--- config.mk ---
export PLATFORM = sky130hd
export DESIGN_NAME = lpr_boundary_detect
export DESIGN_NICKNAME = d
export VERILOG_FILES = /design/src/rtl/lpr_pkg.sv /design/src/rtl/lpr_row_accum.sv /design/src/rtl/lpr_boundary_detect.sv
export SDC_FILE = /design/constraint.sdc
export NUM_CORES = 1
export LEC_CHECK = 0
export CAP_MARGIN = 20
export CORE_ASPECT_RATIO = 0.6
export CORE_MARGIN = 4
export CORE_UTILIZATION = 58
export CTS_CLUSTER_DIAMETER = 120
export DETAILED_ROUTE_END_ITERATION = 16
export PLACE_DENSITY = 0.8
export SYNTH_ARGS = -nofsm -noshare
export SYNTH_HDL_FRONTEND = slang
export SYNTH_SLANG_ARGS = --single-unit
--- constraint.sdc ---
create_clock -name pixelclk -period 7 [get_ports pixelclk]
set_clock_uncertainty 0.2 [all_clocks]
set_input_delay 1.4 -clock pixelclk [delete_from_list [all_inputs] [get_ports pixelclk]]
set_output_delay 1.4 -clock pixelclk [all_outputs]
set_load 0.05 [all_outputs]
--- src/rtl/lpr_pkg.sv ---
`default_nettype none
// +----------------------------------------------------------------------------+
// | lpr_pkg : shared widths, FSM states and box type for plate boundary detect |
// | Revision: 1.0                                                              |
// +----------------------------------------------------------------------------+
package lpr_pkg;

    localparam int COORD_W = 12;

    typedef enum logic [2:0] {
        WAIT_VS    = 3'd0,
        SCAN       = 3'd1,
        ROW_END    = 3'd2,
        FRAME_EVAL = 3'd3,
        LATCH      = 3'd4
    } state_e;

    typedef struct packed {
        logic [COORD_W-1:0] h_l;
        logic [COORD_W-1:0] h_r;
        logic [COORD_W-1:0] v_l;
        logic [COORD_W-1:0] v_r;
    } box_t;

    // An all-zero box draws nothing in the overlay stage.
    localparam box_t BOX_CLEAR = '0;

endpackage
`default_nettype wire

--- src/rtl/lpr_row_accum.sv ---
`default_nettype none
// +----------------------------------------------------------------------------+
// | lpr_row_accum : per-line candidate count and min/max column, with qualify  |
// | Revision: 1.0                                                              |
// +----------------------------------------------------------------------------+
module lpr_row_accum
    import lpr_pkg::*;
#(
    parameter int ROW_MIN = 20
)
(
    input  logic               pixelclk,
    input  logic               reset,
    input  logic               clr_i,
    input  logic               en_i,
    input  logic [COORD_W-1:0] hcount_i,
    output logic [COORD_W-1:0] min_o,
    output logic [COORD_W-1:0] max_o,
    output logic               qual_o
);

    localparam logic [COORD_W-1:0] c_ROW_MIN = COORD_W'(ROW_MIN);

    logic [COORD_W-1:0] cnt_q, cnt_d;
    logic [COORD_W-1:0] min_q, min_d;
    logic [COORD_W-1:0] max_q, max_d;

    always_comb begin
        cnt_d = cnt_q;
        min_d = min_q;
        max_d = max_q;
        if (clr_i) begin
            cnt_d = '0;
            min_d = '1;
            max_d = '0;
        end else if (en_i) begin
            if (cnt_q != '1) begin
                cnt_d = cnt_q + COORD_W'(1);
            end
            if (hcount_i < min_q) begin
                min_d = hcount_i;
            end
            if (hcount_i > max_q) begin
                max_d = hcount_i;
            end
        end
    end

    always_ff @(posedge pixelclk or posedge reset) begin
        if (reset) begin
            cnt_q <= '0;
            min_q <= '1;
            max_q <= '0;
        end else begin
            cnt_q <= cnt_d;
            min_q <= min_d;
            max_q <= max_d;
        end
    end

    assign min_o  = min_q;
    assign max_o  = max_q;
    assign qual_o = (cnt_q >= c_ROW_MIN);

endmodule
`default_nettype wire

--- src/rtl/lpr_boundary_detect.sv ---
`default_nettype none
// +----------------------------------------------------------------------------+
// | lpr_boundary_detect : per-frame plate bounding box from binarized pixels   |
// | Revision: 1.0                                                              |
// +----------------------------------------------------------------------------+
module lpr_boundary_detect
    import lpr_pkg::*;
#(
    parameter int   ROW_MIN     = 20,
    parameter int   MIN_W       = 32,
    parameter int   MIN_H       = 8,
    parameter int   HOLD_FRAMES = 2,
    parameter logic VS_POL      = 1'b1
)
(
    input  logic               pixelclk,
    input  logic               reset,
    input  logic               i_bin,
    input  logic               i_hsync,
    input  logic               i_vsync,
    input  logic               i_de,
    input  logic [COORD_W-1:0] hcount,
    input  logic [COORD_W-1:0] vcount,
    output logic [COORD_W-1:0] hcount_l,
    output logic [COORD_W-1:0] hcount_r,
    output logic [COORD_W-1:0] vcount_l,
    output logic [COORD_W-1:0] vcount_r,
    output logic               o_found,
    output logic               o_frame_done
);

    localparam int                 MISS_W     = (HOLD_FRAMES > 1) ? $clog2(HOLD_FRAMES) : 1;
    localparam logic [MISS_W-1:0]  c_MISS_LIM = MISS_W'(HOLD_FRAMES - 1);
    localparam logic [COORD_W:0]   c_MIN_W    = (COORD_W+1)'(MIN_W);
    localparam logic [COORD_W:0]   c_MIN_H    = (COORD_W+1)'(MIN_H);

    state_e             state_q;
    logic               vs_q;
    logic               de_q;
    logic               vs_pend_q;
    logic [COORD_W-1:0] row_v_q;
    logic [COORD_W-1:0] h_min_q;
    logic [COORD_W-1:0] h_max_q;
    logic [COORD_W-1:0] v_top_q;
    logic [COORD_W-1:0] v_bot_q;
    logic               any_row_q;
    logic               eval_found_q;
    logic [MISS_W-1:0]  miss_q;
    box_t               box_q;
    logic               found_q;
    logic               done_q;

    logic               w_vs_edge;
    logic               w_de_fall;
    logic               w_acc_en;
    logic               w_acc_clr;
    logic [COORD_W-1:0] w_row_min;
    logic [COORD_W-1:0] w_row_max;
    logic               w_row_qual;
    logic [COORD_W:0]   w_box_w;
    logic [COORD_W:0]   w_box_h;
    logic               w_eval_found;
    logic               w_unused_hsync;

    assign w_unused_hsync = i_hsync;

    assign w_vs_edge = (vs_q != VS_POL) && (i_vsync == VS_POL);
    assign w_de_fall = de_q && !i_de;
    assign w_acc_en  = (state_q == SCAN) && i_de && i_bin;
    assign w_acc_clr = (state_q == ROW_END) || (state_q == LATCH) || (state_q == WAIT_VS);

    lpr_row_accum #(
        .ROW_MIN (ROW_MIN)
    ) u_row_accum (
        .pixelclk (pixelclk),
        .reset    (reset),
        .clr_i    (w_acc_clr),
        .en_i     (w_acc_en),
        .hcount_i (hcount),
        .min_o    (w_row_min),
        .max_o    (w_row_max),
        .qual_o   (w_row_qual)
    );

    // One extra bit keeps an empty frame (h_max < h_min) from wrapping into a small width.
    assign w_box_w      = {1'b0, h_max_q} - {1'b0, h_min_q} + (COORD_W+1)'(1);
    assign w_box_h      = {1'b0, v_bot_q} - {1'b0, v_top_q} + (COORD_W+1)'(1);
    assign w_eval_found = any_row_q && (w_box_w >= c_MIN_W) && (w_box_h >= c_MIN_H);

    always_ff @(posedge pixelclk or posedge reset) begin
        if (reset) begin
            state_q      <= WAIT_VS;
            vs_q         <= VS_POL;
            de_q         <= 1'b0;
            vs_pend_q    <= 1'b0;
            row_v_q      <= '0;
            h_min_q      <= '1;
            h_max_q      <= '0;
            v_top_q      <= '0;
            v_bot_q      <= '0;
            any_row_q    <= 1'b0;
            eval_found_q <= 1'b0;
            miss_q       <= '0;
            box_q        <= BOX_CLEAR;
            found_q      <= 1'b0;
            done_q       <= 1'b0;
        end else begin
            vs_q   <= i_vsync;
            de_q   <= i_de;
            done_q <= 1'b0;
            // Holding through the DE-low cycle keeps the last active line's number.
            if (i_de) begin
                row_v_q <= vcount;
            end
            case (state_q)
                WAIT_VS: begin
                    h_min_q   <= '1;
                    h_max_q   <= '0;
                    any_row_q <= 1'b0;
                    vs_pend_q <= 1'b0;
                    if (w_vs_edge) begin
                        state_q <= SCAN;
                    end
                end
                SCAN: begin
                    if (w_de_fall) begin
                        state_q   <= ROW_END;
                        vs_pend_q <= w_vs_edge;
                    end else if (w_vs_edge) begin
                        state_q <= FRAME_EVAL;
                    end
                end
                ROW_END: begin
                    if (w_row_qual) begin
                        if (w_row_min < h_min_q) begin
                            h_min_q <= w_row_min;
                        end
                        if (w_row_max > h_max_q) begin
                            h_max_q <= w_row_max;
                        end
                        if (!any_row_q) begin
                            v_top_q <= row_v_q;
                        end
                        v_bot_q   <= row_v_q;
                        any_row_q <= 1'b1;
                    end
                    vs_pend_q <= 1'b0;
                    state_q   <= (vs_pend_q || w_vs_edge) ? FRAME_EVAL : SCAN;
                end
                FRAME_EVAL: begin
                    eval_found_q <= w_eval_found;
                    state_q      <= LATCH;
                end
                LATCH: begin
                    if (eval_found_q) begin
                        box_q   <= '{h_l: h_min_q, h_r: h_max_q, v_l: v_top_q, v_r: v_bot_q};
                        found_q <= 1'b1;
                        miss_q  <= '0;
                    end else if (miss_q < c_MISS_LIM) begin
                        miss_q <= miss_q + MISS_W'(1);
                    end else begin
                        box_q   <= BOX_CLEAR;
                        found_q <= 1'b0;
                    end
                    done_q    <= 1'b1;
                    h_min_q   <= '1;
                    h_max_q   <= '0;
                    any_row_q <= 1'b0;
                    state_q   <= SCAN;
                end
                default: begin
                    state_q <= WAIT_VS;
                end
            endcase
        end
    end

    assign hcount_l     = box_q.h_l;
    assign hcount_r     = box_q.h_r;
    assign vcount_l     = box_q.v_l;
    assign vcount_r     = box_q.v_r;
    assign o_found      = found_q;
    assign o_frame_done = done_q;

endmodule
`default_nettype wire

# == After elaboration in Yosys (flattened, before gate mapping) ==
# Cells that the tools add are included.
# totals
reg_bits,155
latch_bits,0
mem_bits_rw,0
rom_bits,0
input_bits,30
output_inout_bits,50
wordCells,112
mem_count,0
# classes
addsub,6
n_mul,0
div,0
magnitude_cmp,8
n_eq_ne,12
shift,0
mux,31
bitwise_logic,2
n_reduce_logical,32
# op_table
op,n
$mux 12,13
$mux 48,2
$pmux 12 s2,2
$add 13x1->13 const B,2
$sub 12x12->13,2
$gt 12x12->1,2
$lt 12x12->1,2
$reduce_and 2->1,9
$pmux 3 s5,1
$reduce_bool 2->1,7
$ge 13x4->1 const B,1
$ge 13x6->1 const B,1
$add 12x1->12 const B,1
$ge 12x5->1 const B,1
$ne 12x12->1 const B,1
$mux 3,3
$reduce_and 3->1,3
$mux 1,7
$eq 3x2->1 const B,2
$logic_and 1x1->1,6
$ne 2x1->1 const B,3
$ne 2x2->1 const B,3
$pmux 1 s2,2
$reduce_or 2->1,2
10 further kinds,13

# == Depth between registers and ports, before layout ==
# Gate-level depths: netlist of the first run.
# logic_depth
ltp_word,5
mapped_depth,13
ltp_nobuf,13

# == Modules after synthesis ==
# Synthesis of the first run repeated with hierarchy kept, for this count alone.
# hier_totals
cells_unflattened,923
hier_area_um2,9301.4
# by_module_without_submodules
mod,instances,cells_per_inst,area_each_um2,seq_area_each_um2
lpr_boundary_detect,1,642,6697.7,2994.1
lpr_row_accum,1,281,2603.7,915.9

# == Least setup slack after synthesis of the first run ==
# Ideal clock, no wire load.
# synth_path
path_kind,input port to flip-flop
startpoint,input hcount[5]
endpoint,register u_row_accum.max_q[0] (netlist: u_row_accum.max_o[0])
setup_time_ns,0.125
t_arrival_ns,2.926
required_time_ns,6.675
slack_ns,3.749
cell_stages,8
path_buffers,1
path_cell_list,ha_1 > a21o_1 > a21o_1 > a21oi_1 > o221ai_1 > nand2_1 > buf_2 > mux2_2
# synth_via
elab_chain_cells,3
# synth_rtl
element,line_no,source
start: declaration,lpr_boundary_detect.sv:22,"input logic [COORD_W-1:0] hcount,"
$gt 12x12->1,lpr_row_accum.sv:43,if (hcount_i > max_q) begin
$reduce_bool 2->1 (no line),--,
$reduce_and 2->1 (no line),--,
end signal: assignment,lpr_row_accum.sv:57,max_q <= max_d;
end: declaration,lpr_row_accum.sv:26,"logic [COORD_W-1:0] max_q, max_d;"
# Every way passes these cells.
# A chain may end at the register's enable or synchronous reset.

# == Final worst setup path of the first run ==
# layout_path
startpoint,input i_de
endpoint,register u_row_accum.min_q[11] (netlist: u_row_accum.min_o[11])
# layout_via
elab_chain_cells,4
# layout_rtl
element,line_no,source
start: declaration,lpr_boundary_detect.sv:21,"input logic i_de,"
$logic_and 1x1->1 (2 in series),lpr_boundary_detect.sv:69,assign w_acc_en = (state_q == SCAN) && i_de && i_bin;
$reduce_bool 2->1 (no line),--,
$reduce_and 2->1 (no line),--,
end signal: assignment,lpr_row_accum.sv:56,min_q <= min_d;
end: declaration,lpr_row_accum.sv:25,"logic [COORD_W-1:0] min_q, min_d;"
# Every way passes these cells.

==> summary.txt, run 1 <==
Critical path
  • CP Capture Point: u_row_accum.min_o[11]$_DFFE_PP1P_
  • Crit start category: input pin
  • R2R depth: 10
  • Worst Setup SP: i_de
  • Setup crit end kind: flip-flop
  • Worst-path cell chain: clkdlybuf4s50_1 > nand4b_4 > or2_4 > o31ai_2 > a221o_1
  • FF-to-FF End: eval_found_q$_DFFE_PP0P_
  • Critical R2R Launch: h_min_q[3]$_DFFE_PP1P_
  • CP Class: in -> reg
  • Slowest-stage cell, CP: clkdlybuf4s50_1
  • Critical Path RT: 7160 ps
  • Crit path DAT: around 4000 ps
  • Reg2reg setup slack: 3380 ps
  • Worst path max stage delay: roughly 1000 ps
  • Critical-path maximum fanout: 15

Synth
  • Avg Cell Area, Syn: 10.9 sq um
  • Mux contribution to synthesized area: 5.13%
  • Synthesized flop and latch total: 155
  • Count of warnings emitted by yosys: 0
  • Synth cell types: 65
  • Main synth FF type: dfrtp_1
  • Dominant cell type by area after synthesis: dfrtp_1
  • Synth top area share: 38.2%
  • Top post-synthesis cells by area: dfrtp_1 38%, ha_1 14%, dfstp_2 7.7%
  • Mapped Nets: approximately 910
  • Post-Synthesis Cells: between 700 and 800
  • Xor-xnor portion of the synthesized cell area: 1.75%
  • Largest family of logic cells by synthesized area: compound AO/OA/AOI/OAI gates
  • Post-synthesis adder-cell area fraction: about 14%
  • Sequential area share after synthesis: 45.9%
  • Mapped cell area: 0.00852 sq mm
  • Number of synthesized flops with an enable pin: 0
  • Share of synthesized flip-flops with an asynchronous set or reset: 100%
  • Post-Synth Simple-Gate Area: 9.08%
  • Post-synthesis compound-gate area fraction: 18.7%

Route
  • Avg WL per Cell: 19.5 um
  • Uppermost layer routed: met4
  • Drt total wl: 20.7 mm
  • Drt via density: 6.24
  • Initial DRC count: 671
  • DR vias: roughly 6.6k
  • Pre-antenna DRT Iters: 6
  • Met3 Wirelength: 1.67 mm
  • DRC: 0
  • DR WL met2: 8.94 mm
  • Met1 WL: 9.60 mm
  • ANT nets after route: 0

Final layout
  • Nets: 979
  • Antenna diode count: 0
  • Area growth syn-to-layout: 17.9%
  • Fillers: 973
  • Share of cells above drive strength 1: between 10% and 20%
  • Finished Layout Cells: 1058

Global route
  • Initial antenna violation count: 0
  • Global-route wire length before repair: 33.7 mm
  • Largest net degree at the start of global routing: 102
  • Gr ovfl total: 0
  • Number of global-route vias before repair: between 6k and 7k
  • GRT Total Usage: 25.9%

STA
  • Slew @ Worst Pin: ~1100 ps
  • Minimum clock period: 3930 ps
  • Final setup fails: 0
  • Endpoints failing hold: 0
  • Max Fclk: 254 MHz
  • Crit share post-route: 56.2%
  • Max_slew headroom: about 26%
  • RSZ-0062 raised after global routing: no
  • Fin. max-slew vios: 0
  • Fin worst setup slack: 3070 ps
  • Setup TNS: 0 ps

Placement
  • Place WS: about 2600 ps
  • IO Port Bufs: 78
  • GPL Wtd Cong: 0.889
  • Placed cell count: about 1.0k
  • Post-DP HPWL: about 15 mm

Min path
  • Hold crit path type: reg -> reg

Floorplan
  • I/O pin total: 80
  • Die area: 0.0168 sq mm
  • Initial Util: 60.9%
  • Die Width: 164 um
  • Die Ht: 102 um
  • Core Region: 0.0140 sq mm
  • Site row count: 33

Clock network
  • Worst skew pair latency: 430 ps
  • Number of CTS-inserted buffers: 17
  • Clk slew on worst S/H paths: 70 ps
  • Hold Buf Count CTS: 0
  • Post-CTS Resized: 0
  • Post CTS Setup Buffer Count: 0
  • Clock tree from TritonCTS: done
  • Root buffer cell: clkbuf_16
  • CTS Buffer Depth: 2
  • TritonCTS Sinks: about 160
  • H-tree levels: 4

Run
  • Maximum capacitance violations: 0

Power and ir drop
  • Power per Cell Area: 252 mW/mm^2
  • Leakage power: 4.86 nW
  • IR drop worst, VDD: 0.221 mV

Status
  • Status: completed
[final cells by class]
class	instances	area [sq um]	share of cell area [%]
clock buffers	19	453	4.51
multi-input cells	518	4190	41.7
repair buffers	83	818	8.15
flip-flops and latches	155	3910	38.9
clock inverters	13	134	1.33
well taps	192	240	2.39
inverters	78	298	2.97
[cells by family after synthesis]
family,after synthesis
flops,155
buf+inv,110
xor+xnor,17
compound gates,209
mux,39
simple gates,157
fa+ha+maj,96
[registers in the layout (all words and copies together), names as in the netlist, 3 cells and up]
name	count
u_row_accum.min_o	12
state_q	3
h_max_q	12
hcount_r	12
vcount_r	12
row_v_q	12
v_top_q	12
v_bot_q	12
h_min_q	12
vcount_l	12
hcount_l	12
u_row_accum.cnt_q	12
u_row_accum.max_o	12
[worst max-delay path, delay by kind of cell]
family | cells | cell delay (ps)
AOI/OAI and AO/OA | 2 | 1110
buffers and inverters | 1 | 1020
and+or+nand+nor | 2 | 540
[synthesized netlist by cell type, types with 5 or more instances]
library cell	count
dfrtp_1	130
nand4_1	10
nand2_1	45
o21a_1	7
o21ai_0	34
dfstp_2	25
buf_2	10
nor2b_1	7
xnor2_1	8
a22o_1	60
nand2b_1	9
a21o_1	14
mux2_2	37
inv_1	78
nor3_1	10
nand3_1	7
clkbuf_1	17
a221o_1	12
ha_1	94
and3_1	5
o32a_1	12
nor2_1	47
a21oi_1	33
xor2_1	9
[power by group]
group / switching (W) / internal [W] / leakage, nW
Combinational: 0.000322 / 0.000212 / 2.53
Clock: 0.000402 / 0.000518 / 0.284
Sequential: 0.0000975 / 0.000983 / 2.04
[placed cells by master, fill, tap and decap left out, drive strengths merged, types with 7 or more instances in the layout]
master,count
a21o,14
o21a,7
dfrtp,130
nor2b,8
nand4,11
dfstp,25
a21oi,33
nand2b,9
xor2,9
clkbuf,19
nand3,7
o21ai,34
nor2,47
clkdlybuf4s50,78
inv,83
a22o,60
ha,94
nor3,10
o32a,12
a221o,12
xnor2,8
mux2,37
nand2,45
[per-stage QoR]
step	hold WS [ps]	cell area, sq um	util, %	power, W
after floorplan	259	8520	-	0.00145
after global placement	273	9450	67.5	0.00158
after detailed placement	282	9450	67.5	0.00161
after CTS	293	10000	71.7	0.00253
after global routing	315	10000	71.7	0.00266
final	294	10000	71.7	0.00253
[per-layer routing]
metal	up-vias	GRT usage, %
li1	2999	-
met1	3263	38.4
met2	283	38.7
met3	56	4.92
met4	0	8.82
met5	-	0
[worst min path at each step]
stage	from	to	slack, ps	cells past startpoint
2_1_floorplan	eval_found_q$_DFFE_PP0P_	miss_q$_DFFE_PP0P_	260	1
3_3_place_gp	row_v_q[9]$_DFFE_PP0P_	v_top_q[9]$_DFFE_PP0P_	270	2
3_5_place_dp	vcount_r[5]$_DFFE_PP0P_	vcount_r[5]$_DFFE_PP0P_	280	1
4_1_cts	v_top_q[5]$_DFFE_PP0P_	vcount_l[5]$_DFFE_PP0P_	290	1
5_1_grt	vcount_l[10]$_DFFE_PP0P_	vcount_l[10]$_DFFE_PP0P_	320	1
6_report	v_top_q[5]$_DFFE_PP0P_	vcount_l[5]$_DFFE_PP0P_	290	1
No activity file was read; power rests on OpenSTA's default activity.
==> run 2: changes to the inputs <==
- clock period: 7 -> 3.7 ns (I/O delays scaled with it)
==> summary.txt, run 2 (synthesis gave the netlist of run 1 again) <==
Status
  • Status: completed

Clock network
  • CTS Buffer Depth: 2 (unchanged)
  • Clk slew on worst S/H paths: 70 ps (about the same)
  • Post-CTS Resized: 0 (unchanged)
  • Hold Buf Count CTS: 0 (unchanged)
  • Clock tree from TritonCTS: done
  • H-tree levels: 4 (unchanged)
  • Number of CTS-inserted buffers: 17 (unchanged)
  • Post CTS Setup Buffer Count: 0 (unchanged)
  • TritonCTS Sinks: 155 (unchanged)
  • Worst skew pair latency: 420 ps (about the same)
  • Root buffer cell: clkbuf_16

Final layout
  • Area growth syn-to-layout: 18.8%
  • Fillers: 957 (-1.6%)
  • Nets: 985 (+0.61%)
  • Most frequent cells in the layout: 130 x dfrtp_1, 94 x ha_1, 78 x clkdlybuf4s50_1
  • Leading cell type in the layout, fill and taps excluded: dfrtp_1
  • Finished Layout Cells: 1064 (+0.57%)
  • Share of cells above drive strength 1: 13.9% (+0.48 points)
  • Antenna diode count: 0 (unchanged)
  • Final instance area: 0.0101 sq mm (+0.78%)

Route
  • Initial DRC count: 625 (-6.9%)
  • Pre-antenna DRT Iters: 5 (-1)
  • DRC: 0 (unchanged)
  • DR vias: 6560 (-0.62%)
  • ANT nets after route: 0 (unchanged)
  • Drt total wl: 21.0 mm (+1.8%)
  • Avg WL per Cell: 19.8 um (+1.2%)
  • Drt via density: 6.17 (-1.2%)

Global route
  • Number of global-route vias before repair: 6659 (+2.4%)
  • Gr ovfl total: 0 (unchanged)
  • Largest net degree at the start of global routing: 74 (-27%)
  • Global-route wire length before repair: 34.1 mm (+1.4%)
  • GRT Total Usage: 26.0% (+0.15 points)
  • Initial antenna violation count: 0 (unchanged)

Run
  • Maximum capacitance violations: 0 (unchanged)

Floorplan
  • Die Width: 164 um (unchanged)
  • Initial Util: 60.9% (unchanged)
  • Site row count: 33 (unchanged)
  • I/O pin total: 80 (unchanged)
  • Core Region: 0.0140 sq mm (unchanged)
  • Die Ht: 102 um (unchanged)
  • Die area: 0.0168 sq mm (unchanged)

Critical path
  • Delay-heaviest family, CP: compound AO/OA/AOI/OAI gates
  • CP Class: reg -> reg
  • Crit start category: flip-flop
  • Setup crit end kind: flip-flop
  • Cell mode on critical path: ha_1
  • Critical-path maximum fanout: 5 (-10)
  • Slowest-stage cell, CP: dfstp_2
  • Worst path max stage delay: 550 ps (-470 ps)
  • Critical Path RT: 3790 ps (-3370 ps)
  • Worst-path cell chain: inv_1 > ha_1 > ha_1 > a21oi_1 > o22ai_1 > o41ai_1 > mux2i_1 > a2111oi_2 > and4_1 > a311oi_1
  • Bufs and invs on worst path: 1 (unchanged)
  • Critical R2R Launch: h_min_q[2]$_DFFE_PP1P_
  • Worst Setup SP: h_min_q[2]$_DFFE_PP1P_
  • Crit path DAT: 3440 ps (-650 ps)

Power and ir drop
  • IR drop worst, VDD: 0.378 mV (+71%)
  • Gate power share: 20.9% (-0.2 points)
  • Power per Cell Area: 481 mW/mm^2 (+91%)
  • Switching Power: 0.00157 W (+91%)
  • Leakage power: 4.90 nW (+0.89%)
  • Int Pwr: 0.00330 W (+93%)
  • Sequential share of power: 42.0% (-0.6 points)
  • Switching Share: 32.2% (-0.21 points)
  • Clock power frac: 37.0% (+0.7 points)

STA
  • Max_slew headroom: 29.5% (+3.6 points)
  • Final hold slack: 301 ps (+6.88 ps)
  • Max Fclk: around 300 MHz
  • Fin. max-slew vios: 0 (unchanged)
  • Final setup fails: 0 (unchanged)
  • Endpoints failing hold: 0 (unchanged)
  • Slew @ Worst Pin: 1060 ps (-49.2 ps)
  • Crit share post-route: roughly nine tenths
  • Minimum clock period: 3350 ps
  • RSZ-0062 raised after global routing: no
  • Setup TNS: 0 ps (unchanged)

Placement
  • GPL Wtd Cong: 0.884 (-0.52%)
  • Post-DP HPWL: 15.0 mm (+1.2%)
  • IO Port Bufs: 78 (unchanged)
  • Placed cell count: 1031 (+0.59%)
  • Post-DP Area: 0.00951 sq mm (+0.70%)

Min path
  • Worst min-delay path startpoint: vcount_r[3]$_DFFE_PP0P_
  • Hold crit path type: reg -> reg
run 2: cell count changes in the layout (fill, tap and decap cells not counted), sizes merged:
cell / change
buf: +6
inv: +3
clkbuf: -2
clkinv: -2
bufinv: +1
run 2: per-stage QoR:
| stage | power [W] | utilization (%) | setup slack (ps) |
|---|---|---|---|
| 6_report | 0.00486 | 72.3 | 352 |
| 5_1_grt | 0.00507 | 72.3 | 255 |
| 2_1_floorplan | 0.00274 | - | 743 |
| 3_3_place_gp | 0.00297 | 68.0 | 350 |
| 4_1_cts | 0.00485 | 72.2 | 354 |
| 3_5_place_dp | 0.00304 | 68.0 | 253 |
run 2: final timing paths:
kind,end,cells after the start,slack [ps]
setup reg to reg,eval_found_q$_DFFE_PP0P_,10,350
max in group asynchronous,h_min_q[7]$_DFFE_PP1P_,3,1890
hold / removal,vcount_r[3]$_DFFE_PP0P_,1,300
hold reg to reg,vcount_r[3]$_DFFE_PP0P_,1,300
setup / recovery,eval_found_q$_DFFE_PP0P_,10,350
min in group asynchronous,v_bot_q[1]$_DFFE_PP0P_,2,580
run 2: cell type report:
type                            instances  area [sq um]  area share (%)
Sequential cell                       155          3910            38.6
Clock inverter                         15           174            1.72
Clock buffer                           17           425            4.20
Tap cell                              192           240            2.37
Inverter                               78           297            2.93
Multi-Input combinational cell        518          4190            41.4
Timing Repair Buffer                   89           888            8.78
run 2: metal layers:
metal	part of all wire (%)	track usage (%)	wire, um
met5	0	0	0
met4	1.3	6.90	275
met3	7.4	5.20	1550
met2	45	40.9	9470
met1	46	37.6	9730
run 2: power groups by stage:
stage	Combinational [W]	Clock, W	Sequential (W)
after detailed placement	0.000979	0	0.00206
after CTS	0.00100	0.00182	0.00203
after floorplan	0.000768	0	0.00197
after global routing	0.00113	0.00189	0.00206
final	0.00102	0.00180	0.00204
after global placement	0.000924	0	0.00204
